File: src/rtl/cert_chunk_responder.sv
// Serves byte ranges of per-slot certificate chains from a synchronous ROM as output beats.
// Define CERT_RESP_CHECKSUM_EN to append an XOR checksum beat after the data.
`ifndef PROTOCOL_VERSION
`define PROTOCOL_VERSION 8'h12
`endif
`ifndef CERTIFICATE_ANSWER_CMD
`define CERTIFICATE_ANSWER_CMD 8'h02
`endif

module cert_chunk_responder #(
  parameter int NUM_SLOTS  = 3,
  parameter int BEAT_BYTES = 4,
  parameter int SLOT_DEPTH = 512,
  parameter int MAX_LEN    = 1024,
  localparam int SLOT_W    = (NUM_SLOTS > 1) ? $clog2(NUM_SLOTS) : 1,
  localparam int ADDR_W    = $clog2(NUM_SLOTS * SLOT_DEPTH),
  localparam int DW        = 8 * BEAT_BYTES
) (
  input  logic                    clk,
  input  logic                    reset,
  input  logic                    req_valid,
  output logic                    req_ready,
  input  logic [SLOT_W-1:0]       req_slot,
  input  logic [15:0]             req_offset,
  input  logic [15:0]             req_length,
  input  logic [16*NUM_SLOTS-1:0] slot_len_tbl,
  output logic [ADDR_W-1:0]       rom_addr,
  input  logic [DW-1:0]           rom_data,
  output logic                    out_valid,
  input  logic                    out_ready,
  output logic [DW-1:0]           out_data,
  output logic                    out_last,
  output logic [31:0]             out_header,
  output logic                    err_invalid,
  output logic                    busy
);

  typedef enum logic [2:0] {IDLE, CHECK, FETCH, SEND, ERR} state_t;

  localparam logic [15:0] BB16      = 16'(BEAT_BYTES);
  localparam logic [16:0] MAX_LEN_V = 17'(MAX_LEN);

  state_t              state_r;
  logic [SLOT_W-1:0]   slot_r;
  logic [15:0]         off_r;
  logic [15:0]         len_r;
  logic [15:0]         cnt_r;
  logic                loaded_r;
`ifdef CERT_RESP_CHECKSUM_EN
  logic [DW-1:0]       chk_r;
`endif

  logic [15:0]         tbl_len_s;
  logic                check_ok_s;
  logic [ADDR_W-1:0]   first_addr_s;
  logic [15:0]         beats_s;
  logic [15:0]         tail_s;
  logic [DW-1:0]       beat_data_s;

  function automatic logic [DW-1:0] mask_beat(input logic [DW-1:0] d, input logic [15:0] nbytes);
    logic [DW-1:0] m;
    m = '0;
    for (int i = 0; i < BEAT_BYTES; i++) begin
      if (16'(i) < nbytes) m[i*8 +: 8] = d[i*8 +: 8];
      else                 m[i*8 +: 8] = 8'h00;
    end
    return m;
  endfunction

  // Request validation, first address, beat count and last-beat masking
  always_comb begin
    tbl_len_s = 16'd0;
    for (int i = 0; i < NUM_SLOTS; i++) begin
      if (int'(slot_r) == i) tbl_len_s = slot_len_tbl[i*16 +: 16];
      else                   tbl_len_s = tbl_len_s;
    end
    // the range sum is kept 17 bits wide so a large offset cannot wrap past the table length
    check_ok_s = (int'(slot_r) < NUM_SLOTS) && (len_r != 16'd0) &&
                 ({1'b0, len_r} <= MAX_LEN_V) && ((off_r % BB16) == 16'd0) &&
                 (({1'b0, off_r} + {1'b0, len_r}) <= {1'b0, tbl_len_s});
    first_addr_s = ADDR_W'(slot_r) * ADDR_W'(SLOT_DEPTH) + ADDR_W'(off_r / BB16);
    beats_s      = 16'(({1'b0, len_r} + 17'(BEAT_BYTES - 1)) / 17'(BEAT_BYTES));
    tail_s       = len_r % BB16;
    beat_data_s  = mask_beat(rom_data, ((cnt_r == 16'd1) && (tail_s != 16'd0)) ? tail_s : BB16);
  end

  // Control FSM with registered outputs
  always_ff @(posedge clk or posedge reset) begin
    if (reset) begin
      state_r     <= IDLE;
      slot_r      <= '0;
      off_r       <= 16'd0;
      len_r       <= 16'd0;
      cnt_r       <= 16'd0;
      loaded_r    <= 1'b0;
      req_ready   <= 1'b0;
      rom_addr    <= '0;
      out_valid   <= 1'b0;
      out_data    <= '0;
      out_last    <= 1'b0;
      out_header  <= 32'd0;
      err_invalid <= 1'b0;
      busy        <= 1'b0;
`ifdef CERT_RESP_CHECKSUM_EN
      chk_r       <= '0;
`endif
    end else begin
      case (state_r)
        IDLE: begin
          if (req_valid && req_ready) begin
            slot_r    <= req_slot;
            off_r     <= req_offset;
            len_r     <= req_length;
            req_ready <= 1'b0;
            busy      <= 1'b1;
            state_r   <= CHECK;
          end else begin
            req_ready <= 1'b1;
            busy      <= 1'b0;
          end
        end
        CHECK: begin
          if (check_ok_s) begin
            cnt_r    <= beats_s;
            rom_addr <= first_addr_s;
            state_r  <= FETCH;
`ifdef CERT_RESP_CHECKSUM_EN
            chk_r    <= '0;
`endif
          end else begin
            err_invalid <= 1'b1;
            state_r     <= ERR;
          end
        end
        FETCH: begin
          loaded_r <= 1'b0;
          state_r  <= SEND;
        end
        SEND: begin
          // ROM data lands one cycle into SEND; capture it once, then hold until accepted
          if (!loaded_r) begin
            loaded_r   <= 1'b1;
            out_valid  <= 1'b1;
            out_data   <= beat_data_s;
            out_header <= {`PROTOCOL_VERSION, `CERTIFICATE_ANSWER_CMD, 8'(slot_r), 8'h00};
`ifdef CERT_RESP_CHECKSUM_EN
            out_last   <= 1'b0;
`else
            out_last   <= (cnt_r == 16'd1);
`endif
          end else if (out_ready) begin
            if (out_last) begin
              out_valid  <= 1'b0;
              out_data   <= '0;
              out_last   <= 1'b0;
              out_header <= 32'd0;
              req_ready  <= 1'b1;
              busy       <= 1'b0;
              state_r    <= IDLE;
            end
`ifdef CERT_RESP_CHECKSUM_EN
            else if (cnt_r == 16'd1) begin
              out_data <= chk_r ^ out_data;
              out_last <= 1'b1;
            end
`endif
            else begin
              out_valid  <= 1'b0;
              out_data   <= '0;
              out_header <= 32'd0;
              cnt_r      <= cnt_r - 16'd1;
              rom_addr   <= rom_addr + ADDR_W'(1);
              state_r    <= FETCH;
`ifdef CERT_RESP_CHECKSUM_EN
              chk_r      <= chk_r ^ out_data;
`endif
            end
          end else begin
            loaded_r <= loaded_r;
          end
        end
        ERR: begin
          err_invalid <= 1'b0;
          req_ready   <= 1'b1;
          busy        <= 1'b0;
          state_r     <= IDLE;
        end
        default: begin
          state_r <= IDLE;
        end
      endcase
    end
  end

endmodule
File: config.mk
export PLATFORM = sky130hd
export DESIGN_NAME = cert_chunk_responder
export DESIGN_NICKNAME = d
export VERILOG_FILES = /design/src/rtl/cert_chunk_responder.sv
export SDC_FILE = /design/constraint.sdc
export NUM_CORES = 1
export LEC_CHECK = 0
export BUFFER_PORTS_ARGS = -buffer_cell sky130_fd_sc_hd__buf_4
export CAP_MARGIN = 20
export CORE_ASPECT_RATIO = 1.4
export CORE_MARGIN = 5
export CORE_UTILIZATION = 54
export CTS_BUF_LIST = sky130_fd_sc_hd__clkbuf_8
export DETAILED_ROUTE_END_ITERATION = 8
export PLACE_DENSITY = 0.79
export SLEW_MARGIN = 20
export SYNTH_ARGS = -nofsm -noshare
export SYNTH_HDL_FRONTEND = slang
export SYNTH_SLANG_ARGS = --single-unit
export TNS_END_PERCENT = 100
File: constraint.sdc
create_clock -name clk -period 5.96 [get_ports clk]
set_input_delay 1.192 -clock clk [delete_from_list [all_inputs] [get_ports clk]]
set_output_delay 1.192 -clock clk [all_outputs]
set_load 0.02 [all_outputs]
==> impl_metrics.ini <==
[clock_tree]
path_clk_slew_ps = 110
htreeDepth = 3
ctsHoldBuffers = 0
cts_resized = 0
numCtsBuffers = 9
clk_path_buf_depth = 2
cts_root_buffer = clkbuf_8
tritoncts = done
cts.sinks = 104
post_cts_buffers = 0
clk_latency_ps = 390

[final_layout]
nets = 970
n_antenna_cell = 0
fill_cells = 954
area_growth_syn_to_layout_pct = 22.8
drive_gt1_share_pct = 29.6

[timing]
setup_violations = 0
finalMaxSlewViolations = 0
setup_tns_ps = 0
rsz0062_at_grt = false
relSlewSlack_pct = 30.3
period_share_pct = 90.7
finClkSkew_ps = 17.5
tightest_slew_ps = 1040
hold_viol = 0
fmax_ghz = 0.185
fin_crit_ps = 5410

[synthesis]
synthFlopType = dfrtp_1
synth_edf_count = 0
synthTopCellsByArea = dfrtp_1 (40%), ha_1 (6.9%), mux2_2 (5.9%)
synthArstFlopShare_pct = 100
synth_cell_types = 63
netlist_instances = 662
yosys.area.top_type = dfrtp_1
synth_area_sq_um = 6490
synth_seq_area_share_pct = 40.1
synth-seq-cells = 104
syn_area_per_cell_sq_um = 9.80
synth_top_area_share_pct = 40.1
yosys_warnings = 0

[power_and_ir_drop]
p_per_area_nw_per_um2 = 530
p_leak_uw = 0.00376
ir_worst_vdd_mv = 0.377
power_uw = 4220

[grt]
antenna_found_initial = 0
grt-ovfl-total = 0
grt_max_degree = 58
grt_use_total_pct = 25.6
grt_pass1_vias = 5942
grt_pass1_wl_um = 29200

[setup_path]
cp-startpoint = len_r[0]
timing.rr.start = len_r[0]
crit_type = flop to flop
crit_required_ps = 6240
cp.arrival_ps = 5680
rr_worst_depth = 17
start_kind = flop
reg2reg_slack_ps = 550
crit_path_end_kind = flop
critPathCapture = rom_addr[8]
reg2reg_to = rom_addr[8]
path_max_fanout = 17

[route]
initialDrtViolationCount = 263
drc = 0
firstDrtPassIters = 5
avgViaCountPerCell = 5.95
wire_per_inst_um = 18.6
wl_um = 18000
drt.antenna.violating_nets = 0
routed-via-count = 5753

[floorplanning]
die_w_um = 103
start_util_pct = 54.9
num_rows = 47
coreArea_sq_um = 11800
ios = 198
die-height_um = 140
dieArea_sq_um = 14300

[min_path]
hold_path.class = flop to flop
min_from = out_data[15]

[placed_design]
post-dp-hpwl_um = 13900
gp_congestion = 0.873
io_buffer_count = 170

[outcome]
status = finished, final reports clean

[job]
maxCapViolations = 0
==> cell type report <==
class	count	area [sq um]	area share [%]
flip-flops and latches	104	2600	32.6
inverters	17	66.3	0.832
well taps	147	184	2.31
clock buffers	9	124	1.55
repair buffers	178	1340	16.8
multi-input cells	505	3560	44.6
clock inverters	7	100	1.26
==> metal layers <==
metal  track usage [%]  wire (um)
met5                 0          0
met2              44.5       9620
met3              3.76        942
met4              11.2        643
met1              30.7       6790
==> how the worst min path moves through the flow <==
stage	end	slack, ps	cells past startpoint
global route	out_header[8]	540	1
detailed placement	out_data[30]	490	1
CTS	out_data[15]	520	1
global placement	out_data[12]	490	1
floorplan	state_r[1]	470	1
finish	out_data[15]	520	1
==> metrics by stage <==
stage               instances  instance area (sq um)  utilization, %  hold WS [ps]  worst slack, ps
global placement          951                   7750            65.6           491              854
finish                    967                   7970            67.5           517              553
floorplan                 688                   6590               -           470             1500
CTS                       967                   7970            67.5           524              617
detailed placement        951                   7750            65.6           492              703
global route              967                   7970            67.5           538              299
==> cells in the final DEF, fill, tap and decap left out, types with 4 or more instances in the layout <==
master / n
buf_4: 178
dfrtp_1: 104
a21oi_1: 53
nor2_1: 51
ha_1: 36
nand2_1: 35
a22o_1: 35
mux2_2: 34
conb_1: 27
o21ai_0: 25
nand3_1: 22
xnor2_1: 18
mux2i_1: 18
inv_1: 16
nor3_1: 15
a31oi_1: 14
nor4_1: 9
clkbuf_8: 9
nand4_1: 8
a21o_1: 8
o22ai_1: 8
xor2_1: 8
or3_1: 6
o211ai_2: 6
o211ai_1: 5
and3_1: 5
and4_1: 4
o21bai_1: 4
o2bb2a_1: 4
a221oi_1: 4
==> logic make-up (layout without fill, tap and decap cells) <==
group / Yosys count / in the layout / synth area share, %
compound gates: 195 / 195 / 21.1
mux: 52 / 52 / 8.68
buf+inv: 79 / 211 / 6.79
simple gates: 168 / 168 / 12.5
other cells: 1 / 27 / 0.0578
xor+xnor: 26 / 26 / 3.51
flops: 104 / 104 / 40.1
fa+ha+maj: 37 / 37 / 7.25
==> where the power goes <==
group | internal [uW] | switching, uW
registers | 928 | 289
logic | 1190 | 1340
clock network | 208 | 277
total | 2320 | 1900
==> synthesized netlist by cell type (5+ instances only) <==
library cell	count
a21o_1	8
a21oi_1	53
a22o_1	35
a31oi_1	14
and3_1	5
buf_4	30
clkbuf_1	25
dfrtp_1	104
ha_1	36
inv_1	17
mux2_2	34
mux2i_1	18
nand2_1	35
nand3_1	22
nand4_1	8
nor2_1	52
nor3_1	15
nor4_1	9
o211ai_1	5
o211ai_2	6
o21ai_0	25
o22ai_1	8
or3_1	6
xnor2_1	18
xor2_1	8
==> critical path: stages, from the launching register on <==
cell and delay [ps]:
dfrtp_1 470, ha_1 240, fa_1 430, a211oi_1 440
o21bai_1 130, a21oi_1 250, o21ai_0 160, a21o_1 220
a21oi_1 200, xnor2_1 150, ha_1 270, a211oi_1 230
nor2_1 80, o311a_1 290, a211o_1 300, a2111o_1 700
nand2_2 360, mux2_2 370
==> sequential cells by signal, indices dropped and copies added, names as in the netlist <==
name	count
busy	1
cnt_r	16
err_invalid	1
len_r	16
loaded_r	1
off_r	16
out_data	32
out_header	3
out_last	1
req_ready	1
rom_addr	11
slot_r	2
state_r	3
Power figures use the tool's default switching activity.
